==> config.mk <==
export PLATFORM = sky130hd
export DESIGN_NAME = secded_decoder_pipe_flat
export DESIGN_NICKNAME = d
export VERILOG_FILES = /design/src/rtl/secded_decoder_pipe_if.sv /design/src/rtl/secded_decoder_pipe.sv /design/src/flat_wrapper.sv
export SDC_FILE = /design/constraint.sdc
export NUM_CORES = 1
export LEC_CHECK = 0
export BUFFER_PORTS_ARGS = -buffer_cell sky130_fd_sc_hd__buf_2
export CAP_MARGIN = 20
export CORE_MARGIN = 2
export CORE_UTILIZATION = 55
export DETAILED_ROUTE_END_ITERATION = 10
export PLACE_DENSITY = 0.8
export SYNTH_ARGS = -nofsm -noshare
export SYNTH_HDL_FRONTEND = slang
export SYNTH_SLANG_ARGS = --single-unit
export TNS_END_PERCENT = 30
==> constraint.sdc <==
create_clock -name clk -period 4 [get_ports clk]
set_clock_uncertainty 0.2 [all_clocks]
set_input_delay 0.6 -clock clk [delete_from_list [all_inputs] [get_ports clk]]
set_output_delay 0.6 -clock clk [all_outputs]
set_load 0.005 [all_outputs]
==> src/rtl/secded_decoder_pipe_if.sv <==
// Stream bundle for the SECDED decoder: codeword/tag in, decoded word with flags out.
interface secded_decoder_pipe_if #(
  parameter int DATA_W = 64,
  parameter int TAG_W  = 8
);
  // Smallest r with 2^r >= DATA_W+r+1, valid for DATA_W in 4..247
  localparam int CHK_W  = (DATA_W <= 4)   ? 3 :
                          (DATA_W <= 11)  ? 4 :
                          (DATA_W <= 26)  ? 5 :
                          (DATA_W <= 57)  ? 6 :
                          (DATA_W <= 120) ? 7 : 8;
  localparam int CODE_W = DATA_W + CHK_W + 1;

  logic              in_valid;
  logic              in_ready;
  logic [CODE_W-1:0] in_code;
  logic [TAG_W-1:0]  in_tag;
  logic              out_valid;
  logic              out_ready;
  logic [DATA_W-1:0] out_data;
  logic [TAG_W-1:0]  out_tag;
  logic              out_ce;
  logic              out_ue;
  logic [CHK_W-1:0]  out_syndrome;

  modport master (
    output in_valid, in_code, in_tag, out_ready,
    input  in_ready, out_valid, out_data, out_tag, out_ce, out_ue, out_syndrome
  );

  modport slave (
    input  in_valid, in_code, in_tag, out_ready,
    output in_ready, out_valid, out_data, out_tag, out_ce, out_ue, out_syndrome
  );
endinterface

==> src/rtl/secded_decoder_pipe.sv <==
// Two-stage SECDED decoder with valid/ready flow control, saturating CE/UE
// counters and a first-uncorrectable-error log.
module secded_decoder_pipe #(
  parameter int DATA_W = 64,
  parameter int TAG_W  = 8,
  parameter int CNT_W  = 16,
  localparam int CHK_W  = (DATA_W <= 4)   ? 3 :
                          (DATA_W <= 11)  ? 4 :
                          (DATA_W <= 26)  ? 5 :
                          (DATA_W <= 57)  ? 6 :
                          (DATA_W <= 120) ? 7 : 8,
  localparam int CODE_W = DATA_W + CHK_W + 1
) (
  input  logic                 clk,
  input  logic                 rst_n,
  input  logic                 ecc_en,
  secded_decoder_pipe_if.slave bus,
  input  logic                 cnt_clr,
  output logic [CNT_W-1:0]     ce_count,
  output logic [CNT_W-1:0]     ue_count,
  output logic                 log_valid,
  output logic [TAG_W-1:0]     log_tag,
  output logic [CHK_W-1:0]     log_syndrome
);

  // Positions covered by syndrome bit k: every position with bit k set
  function automatic logic [CODE_W-1:0] cover_mask(input int unsigned k);
    logic [CODE_W-1:0] m;
    m = '0;
    for (int unsigned p = 1; p < CODE_W; p++) begin
      m[p] = ((p >> k) & 1) == 1;
    end
    return m;
  endfunction

  // Codeword position of data bit idx (data fills non-power-of-two slots from 3 upward)
  function automatic int unsigned data_pos(input int unsigned idx);
    int unsigned n;
    int unsigned pos;
    n   = 0;
    pos = 0;
    for (int unsigned p = 3; p < 512; p++) begin
      if ((p & (p - 1)) != 0) begin
        if (n == idx) pos = p;
        n++;
      end
    end
    return pos;
  endfunction

  logic              s1_valid;
  logic              s1_ecc;
  logic [CODE_W-1:0] s1_code;
  logic [TAG_W-1:0]  s1_tag;

  logic              s1_adv;
  logic              s2_adv;
  logic              xfer;

  logic [CHK_W-1:0]  syn;
  logic              par;
  logic [CODE_W-1:0] flip_sel;
  logic              in_range;
  logic [CODE_W-1:0] fixed;
  logic [DATA_W-1:0] dec_data;
  logic              dec_ce;
  logic              dec_ue;

  assign s2_adv       = ~bus.out_valid | bus.out_ready;
  assign s1_adv       = ~s1_valid | s2_adv;
  assign bus.in_ready = s1_adv;
  assign xfer         = bus.out_valid & bus.out_ready;

  // Stage 1: capture the raw codeword with the ecc_en value seen at acceptance
  always_ff @(posedge clk or negedge rst_n) begin
    if (!rst_n) begin
      s1_valid <= 1'b0;
      s1_ecc   <= 1'b0;
      s1_code  <= '0;
      s1_tag   <= '0;
    end else if (s1_adv) begin
      s1_valid <= bus.in_valid;
      if (bus.in_valid) begin
        s1_ecc  <= ecc_en;
        s1_code <= bus.in_code;
        s1_tag  <= bus.in_tag;
      end
    end
  end

  for (genvar k = 0; k < CHK_W; k++) begin : g_syn
    localparam logic [CODE_W-1:0] MASK = cover_mask(k);
    assign syn[k] = ^(s1_code & MASK);
  end

  // One-hot of the position named by the syndrome; all-zero means it points past the codeword
  for (genvar p = 0; p < CODE_W; p++) begin : g_sel
    assign flip_sel[p] = (syn == CHK_W'(p));
  end

  assign par      = ^s1_code;
  assign in_range = |flip_sel;

  always_comb begin
    dec_ce = 1'b0;
    dec_ue = 1'b0;
    if (s1_ecc) begin
      if (par) begin
        if (in_range) dec_ce = 1'b1;
        else          dec_ue = 1'b1;
      end else if (syn != '0) begin
        dec_ue = 1'b1;
      end
    end
  end

  // A syndrome of 0 with odd parity selects bit 0, which carries no data
  assign fixed = s1_code ^ (flip_sel & {CODE_W{dec_ce}});

  for (genvar i = 0; i < DATA_W; i++) begin : g_ext
    localparam int unsigned POS = data_pos(i);
    assign dec_data[i] = fixed[POS];
  end

  // Stage 2: output register, held while the consumer stalls
  always_ff @(posedge clk or negedge rst_n) begin
    if (!rst_n) begin
      bus.out_valid    <= 1'b0;
      bus.out_data     <= '0;
      bus.out_tag      <= '0;
      bus.out_ce       <= 1'b0;
      bus.out_ue       <= 1'b0;
      bus.out_syndrome <= '0;
    end else if (s2_adv) begin
      bus.out_valid <= s1_valid;
      if (s1_valid) begin
        bus.out_data     <= dec_data;
        bus.out_tag      <= s1_tag;
        bus.out_ce       <= dec_ce;
        bus.out_ue       <= dec_ue;
        bus.out_syndrome <= s1_ecc ? syn : '0;
      end
    end
  end

  always_ff @(posedge clk or negedge rst_n) begin
    if (!rst_n) begin
      ce_count <= '0;
      ue_count <= '0;
    end else if (cnt_clr) begin
      ce_count <= '0;
      ue_count <= '0;
    end else begin
      if (xfer && bus.out_ce && (ce_count != '1)) ce_count <= ce_count + 1'b1;
      if (xfer && bus.out_ue && (ue_count != '1)) ue_count <= ue_count + 1'b1;
    end
  end

  // A UE transferring alongside cnt_clr starts a fresh log instead of being lost
  always_ff @(posedge clk or negedge rst_n) begin
    if (!rst_n) begin
      log_valid    <= 1'b0;
      log_tag      <= '0;
      log_syndrome <= '0;
    end else if (xfer && bus.out_ue && (!log_valid || cnt_clr)) begin
      log_valid    <= 1'b1;
      log_tag      <= bus.out_tag;
      log_syndrome <= bus.out_syndrome;
    end else if (cnt_clr) begin
      log_valid    <= 1'b0;
      log_tag      <= '0;
      log_syndrome <= '0;
    end
  end

  a_flags_exclusive: assert property (@(posedge clk) disable iff (!rst_n)
    !(bus.out_valid && bus.out_ce && bus.out_ue));

  a_hold_on_stall: assert property (@(posedge clk) disable iff (!rst_n)
    (bus.out_valid && !bus.out_ready) |=>
      (bus.out_valid && $stable(bus.out_data) && $stable(bus.out_tag) &&
       $stable(bus.out_syndrome)));

endmodule

==> src/flat_wrapper.sv <==
// flat-port wrapper written by rule: the top's interface ports become plain ports
module secded_decoder_pipe_flat 
#(
  parameter int DATA_W = 64,
  parameter int TAG_W  = 8,
  parameter int CNT_W  = 16,
  localparam int CHK_W  = (DATA_W <= 4)   ? 3 :
                          (DATA_W <= 11)  ? 4 :
                          (DATA_W <= 26)  ? 5 :
                          (DATA_W <= 57)  ? 6 :
                          (DATA_W <= 120) ? 7 : 8,
  localparam int CODE_W = DATA_W + CHK_W + 1
)
  (clk, rst_n, ecc_en, cnt_clr, ce_count, ue_count, log_valid, log_tag, log_syndrome, bus_in_valid, bus_in_code, bus_in_tag, bus_out_ready, bus_in_ready, bus_out_valid, bus_out_data, bus_out_tag, bus_out_ce, bus_out_ue, bus_out_syndrome);
  secded_decoder_pipe_if #(.DATA_W(DATA_W), .TAG_W(TAG_W)) bus_i ();
  input  logic clk;
  input  logic rst_n;
  input  logic ecc_en;
  input  logic cnt_clr;
  output logic [CNT_W-1:0] ce_count;
  output logic [CNT_W-1:0] ue_count;
  output logic log_valid;
  output logic [TAG_W-1:0] log_tag;
  output logic [CHK_W-1:0] log_syndrome;
  input wire logic [$bits(bus_i.in_valid)-1:0] bus_in_valid;
  input wire logic [$bits(bus_i.in_code)-1:0] bus_in_code;
  input wire logic [$bits(bus_i.in_tag)-1:0] bus_in_tag;
  input wire logic [$bits(bus_i.out_ready)-1:0] bus_out_ready;
  output wire logic [$bits(bus_i.in_ready)-1:0] bus_in_ready;
  output wire logic [$bits(bus_i.out_valid)-1:0] bus_out_valid;
  output wire logic [$bits(bus_i.out_data)-1:0] bus_out_data;
  output wire logic [$bits(bus_i.out_tag)-1:0] bus_out_tag;
  output wire logic [$bits(bus_i.out_ce)-1:0] bus_out_ce;
  output wire logic [$bits(bus_i.out_ue)-1:0] bus_out_ue;
  output wire logic [$bits(bus_i.out_syndrome)-1:0] bus_out_syndrome;
  assign bus_i.in_valid = bus_in_valid;
  assign bus_i.in_code = bus_in_code;
  assign bus_i.in_tag = bus_in_tag;
  assign bus_i.out_ready = bus_out_ready;
  assign bus_in_ready = bus_i.in_ready;
  assign bus_out_valid = bus_i.out_valid;
  assign bus_out_data = bus_i.out_data;
  assign bus_out_tag = bus_i.out_tag;
  assign bus_out_ce = bus_i.out_ce;
  assign bus_out_ue = bus_i.out_ue;
  assign bus_out_syndrome = bus_i.out_syndrome;
  secded_decoder_pipe #(.DATA_W(DATA_W), .TAG_W(TAG_W), .CNT_W(CNT_W)) u_core (.clk(clk), .rst_n(rst_n), .ecc_en(ecc_en), .bus(bus_i), .cnt_clr(cnt_clr), .ce_count(ce_count), .ue_count(ue_count), .log_valid(log_valid), .log_tag(log_tag), .log_syndrome(log_syndrome));
endmodule
## Word-level counts from Yosys, hierarchy flattened

Cells that the tools add are included.

| operators by class | value |
|---|---|
| $add $sub $neg | 2 |
| equal/unequal tests | 73 |
| mux-type cells | 18 |
| bitwise gates (word level) | 7 |
| reductions and logical operators | 23 |

Operators with widths:

| kind | number |
|---|---|
| parity 72 bit | 8 |
| == test 7 x 6 -> 1 bit, second input constant | 32 |
| == test 7 x 5 -> 1 bit, second input constant | 16 |
| AND 72 bit | 1 |
| OR reduction 72 bit | 1 |
| XOR 72 bit | 1 |
| 2-to-1 mux 16 bit | 4 |
| == test 7 x 4 -> 1 bit, second input constant | 8 |
| == test 7 bit, second input constant | 8 |
| adder 16 x 1 -> 16 bit, second input constant | 2 |
| != test 16 bit, second input constant | 2 |
| == test 7 x 3 -> 1 bit, second input constant | 4 |
| 2-to-1 mux 7 bit | 3 |
| 2-to-1 mux 8 bit | 2 |
| == test 7 x 2 -> 1 bit, second input constant | 2 |
| 2-to-1 mux 1 bit | 9 |
| == test 7 x 1 -> 1 bit, second input constant | 1 |
| logical NOT 7 bit | 1 |
| nonzero test 7 bit | 1 |
| nonzero test 2 bit | 3 |
| logical AND 1 bit | 5 |
| AND reduction 2 bit | 2 |
| NOT 1 bit | 2 |
| bitwise OR 1 bit | 2 |
| other kinds (3) | 3 |

| word-level totals | value |
|---|---|
| register bits | 212 |
| input bits | 86 |
| output and inout bits | 131 |
| word-level logic and storage cells | 138 |

## Logic depth before layout (Yosys ltp)

| logic depth | value |
|---|---|
| word-level depth | 8 |
| depth in mapped cells | 11 |

## Worst setup path after synthesis

Ideal clock, no wire load.

| path | value |
|---|---|
| path type | register -> register |
| start | register u_core.s1_code[29] |
| end | register u_core.bus.out_data[10] |
| arrival time | 2553 ps |
| required time | 3668 ps |
| setup slack | 1115 ps |
| cell stages (with the launch flop) | 12 |
| buffers on the path | 1 |
| clock period less this slack | 2885 ps |
| path through | dfrtp_1 xor2_2 xnor2_1 xnor2_1 xnor2_1 xnor2_2 xnor3_2 nor3_4 buf_6 nand2_2 xor2_1 o21ai_1 |

| on the way | value |
|---|---|
| cells in the longest elaborated chain, start to end | 8 |
| elaborated cells on any way between the ends | 83 |
| classes of those cells | 71 x eq/ne; 3 x mux; 2 x bitwise; 7 x reduce/logical |

RTL lines:

| item | line | source |
|---|---|---|
| from (decl) | secded_decoder_pipe.sv:53 | `logic [CODE_W-1:0] s1_code;` |
| from (signal assigned) | secded_decoder_pipe.sv:85 | `s1_code <= bus.in_code;` |
| parity 72 bit | secded_decoder_pipe.sv:93 | `assign syn[k] = ^(s1_code & MASK);` |
| == test 7 x 1 -> 1 bit (tied with other cells) | secded_decoder_pipe.sv:98 | `assign flip_sel[p] = (syn == CHK_W'(p));` |
| OR reduction 72 bit | secded_decoder_pipe.sv:102 | `assign in_range = \|flip_sel;` |
| 2-to-1 mux 1 bit | secded_decoder_pipe.sv:109 | `if (in_range) dec_ce = 1'b1;` |
| 2-to-1 mux 1 bit | secded_decoder_pipe.sv:108 | `if (par) begin` |
| 2-to-1 mux 1 bit | secded_decoder_pipe.sv:107 | `if (s1_ecc) begin` |
| AND 72 bit * | secded_decoder_pipe.sv:118 | `assign fixed = s1_code ^ (flip_sel & {CODE_W{dec_ce}});` |
| XOR 72 bit * | secded_decoder_pipe.sv:118 |  |
| to (signal assigned) | secded_decoder_pipe.sv:137 | `bus.out_data <= dec_data;` |
| to (decl) | secded_decoder_pipe_if.sv:33 | `output in_ready, out_valid, out_data, out_tag, out_ce, out_ue, out_syndrome` |

Every way passes the cells marked *; elsewhere a longest branch is shown, timed or not.
A chain may end at the register's enable or synchronous reset.

## Worst setup path in the final report

| path | value |
|---|---|
| start | register u_core.s1_code[29] |
| end | register u_core.bus.out_data[9] |

The elaborated chain is that of the path after synthesis.

==> results.json <==
{
  "fillCellCount": 1450,
  "chipWidth_um": 143,
  "critPathArrivalTime_ps": 3740,
  "status": "finished clean",
  "grt-ovfl-total": 0,
  "place_inst": 1460,
  "min_path_cells": 2,
  "crit_path_start_kind": "register",
  "drc_errors": 0,
  "gp_congestion": 0.897,
  "reg2reg_depth": 10,
  "grt_pass1_vias": 7852,
  "synth_flop_cell": "dfrtp_1",
  "finalCriticalPeriod_ps": 3570,
  "firstDrtPassIters": 4,
  "cts_tree": "built",
  "fin_setup_tns_ps": 0,
  "drive_gt1_frac": 0.293,
  "synth-seq-cells": 212,
  "io_pins": 217,
  "synth_warnings": 0,
  "synth_fp_nets": 1100,
  "r2r_slack_ps": 430,
  "clockBufferDepth": 3,
  "slew_viol_final": 0,
  "ir_drop_mv": 0.979,
  "rr_startpoint": "u_core.s1_code[29]",
  "finalHoldViolCount": 0,
  "ctsRootBufferMaster": "clkbuf_16",
  "max_slew_margin": 0.484,
  "wl_per_cell_um": 17.8,
  "dieArea_um2": 20400,
  "numCtsBuffers": 23,
  "design.core.area_um2": 18800,
  "startpoint": "u_core.s1_code[29]",
  "path_clk_slew_ps": 60,
  "stdcell_area_um2": 12800,
  "start_util": 0.564,
  "final_cell_mix": "buf_2, dfrtp_1, nand2_1, xnor2_1, xor2_1",
  "synth_seq_area_share": 0.500,
  "grt_pass1_wl_mm": 41.9,
  "routed_via_density": 5.33,
  "setup_ws_ps": 434,
  "dp_slack_ps": 442,
  "clkLatencyLatePin_ps": 500,
  "setup_viol": 0,
  "min_to": "u_core.s1_code[26]",
  "max_slew.worst_pin.slew_ps": 774,
  "clock_sinks": 212,
  "grt_max_degree": 93,
  "hp-class": "primary input to register",
  "synthToLayoutAreaGrowth_pct": 20.4,
  "rsz0062_at_grt": "false",
  "final_util": 0.678,
  "postSynth.asyncResetShare": 1.00,
  "antenna_found_initial": 0,
  "critPathMaxFanout": 11,
  "min_from": "bus_in_code[26]",
  "antenna_cells": 0,
  "first_iter_violations": 481,
  "grt.total_usage": 0.261,
  "synth_cells": 1012,
  "synth-edff-count": 0,
  "power.total_mw": 11.7,
  "placed_cell_area_um2": 12000,
  "timing.rr.end": "u_core.bus.out_data[9]",
  "finalNonFillerCells": 1499,
  "drv_cap": 0,
  "vias": 7997,
  "cts-resized-gates": 0,
  "timing.fmax_mhz": 280,
  "worst-setup-path-type": "register to register",
  "end_kind": "register",
  "post-cts-setup-buffers": 0,
  "nets": 1314,
  "final_common_cell": "buf_2",
  "routed_wl_mm": 26.7,
  "cp.required_ps": 4180,
  "dp_hpwl_mm": 19.4,
  "detail-route-antenna-nets": 0,
  "syn_area_um2": 10600,
  "rows": 50,
  "powerDensity_nw_per_um2": 919,
  "cts.htree.levels": 1,
  "syn_area_per_cell_um2": 10.5,
  "synth_cell_types": 45,
  "hold_ws_ps": 129,
  "leakage_nw": 5.78,
  "dieHeight_um": 143,
  "io_buffer_count": 216,
  "post-route-period-util": 0.892
}
-- worst max-delay path, cell delays in order, from the launching register on --
cell,delay [ps]
dfrtp_1,430
xor2_2,200
xnor2_1,390
xnor2_1,190
xnor2_1,390
xnor2_2,230
xnor3_2,480
nor3_4,500
nand2_1,170
xor2_1,190
o21ai_1,80
-- layer usage --
layer  part of all wire  track usage  vias up
li1                   -            -     3764
met1               0.43        0.361     3897
met2               0.47        0.426      285
met3              0.064       0.0426       51
met4              0.029       0.0823        0
met5                  0            0        -
-- cell type report --
cell class                      instances  area [um^2]  share of cell area
Multi-Input combinational cell        750         5110               0.400
Timing Repair Buffer                  230         1230              0.0967
Sequential cell                       212         5310               0.415
Tap cell                              260          325              0.0255
Clock inverter                          7         85.1             0.00666
Clock buffer                           31          676              0.0529
Inverter                                9         33.8             0.00264
-- state kept, by name, summed over array words and instances (netlist names), 7 cells and up --
signal and cells:
u_core.bus.out_data 64, u_core.bus.out_syndrome 7, u_core.ue_count 16, u_core.log_syndrome 7, u_core.s1_tag 8, u_core.bus.out_tag 8
u_core.s1_code 72, u_core.log_tag 8, u_core.ce_count 16
-- timing repair --
item	in CTS	in global routing
endpoints found under the setup margin	0	0
hold buffers	1	0
hold endpoints to repair	20	0
-- where the power goes --
group          leakage (nW)  switching (mW)  total, mW  internal (mW)
logic                  2.76            4.07       6.65           2.59
clock network         0.383           0.822       2.12           1.30
registers              2.63           0.417       2.97           2.55
-- kinds of logic after synthesis --
| group | after synthesis | share of synthesized area |
|---|---|---|
| AND/OR/NAND/NOR | 317 | 0.132 |
| multiplexers | 91 | 0.0957 |
| XOR/XNOR | 219 | 0.187 |
| adder cells (fa/ha/maj) | 2 | 0.00236 |
| flip-flops | 212 | 0.500 |
| buffers and inverters | 50 | 0.0195 |
| AO/OA/AOI/OAI | 121 | 0.0639 |
-- worst max-delay path by stage --
stage                         endpoint  slack (ps)  cells past startpoint
5_1_grt         u_core.bus.out_data[1]         230                     10
4_1_cts         u_core.bus.out_data[9]         440                     10
3_3_place_gp    u_core.bus.out_data[9]         510                     10
2_1_floorplan  u_core.bus.out_data[10]        1120                     11
3_5_place_dp    u_core.bus.out_data[9]         440                     10
6_report        u_core.bus.out_data[9]         430                     10
-- Yosys cell counts, types with 12 or more instances --
library cell	number	area share
xor2_1	92	0.076
nand2_1	209	0.074
o211ai_1	15	0.011
a21oi_1	12	0.0057
clkbuf_1	34	0.012
o21ai_0	59	0.028
o21ai_1	25	0.012
nor2_1	36	0.013
mux2_2	84	0.089
xnor2_1	121	0.10
dfrtp_1	212	0.50
and2_1	19	0.011
nand3_1	12	0.0057
No activity file was read; power rests on OpenSTA's default activity.
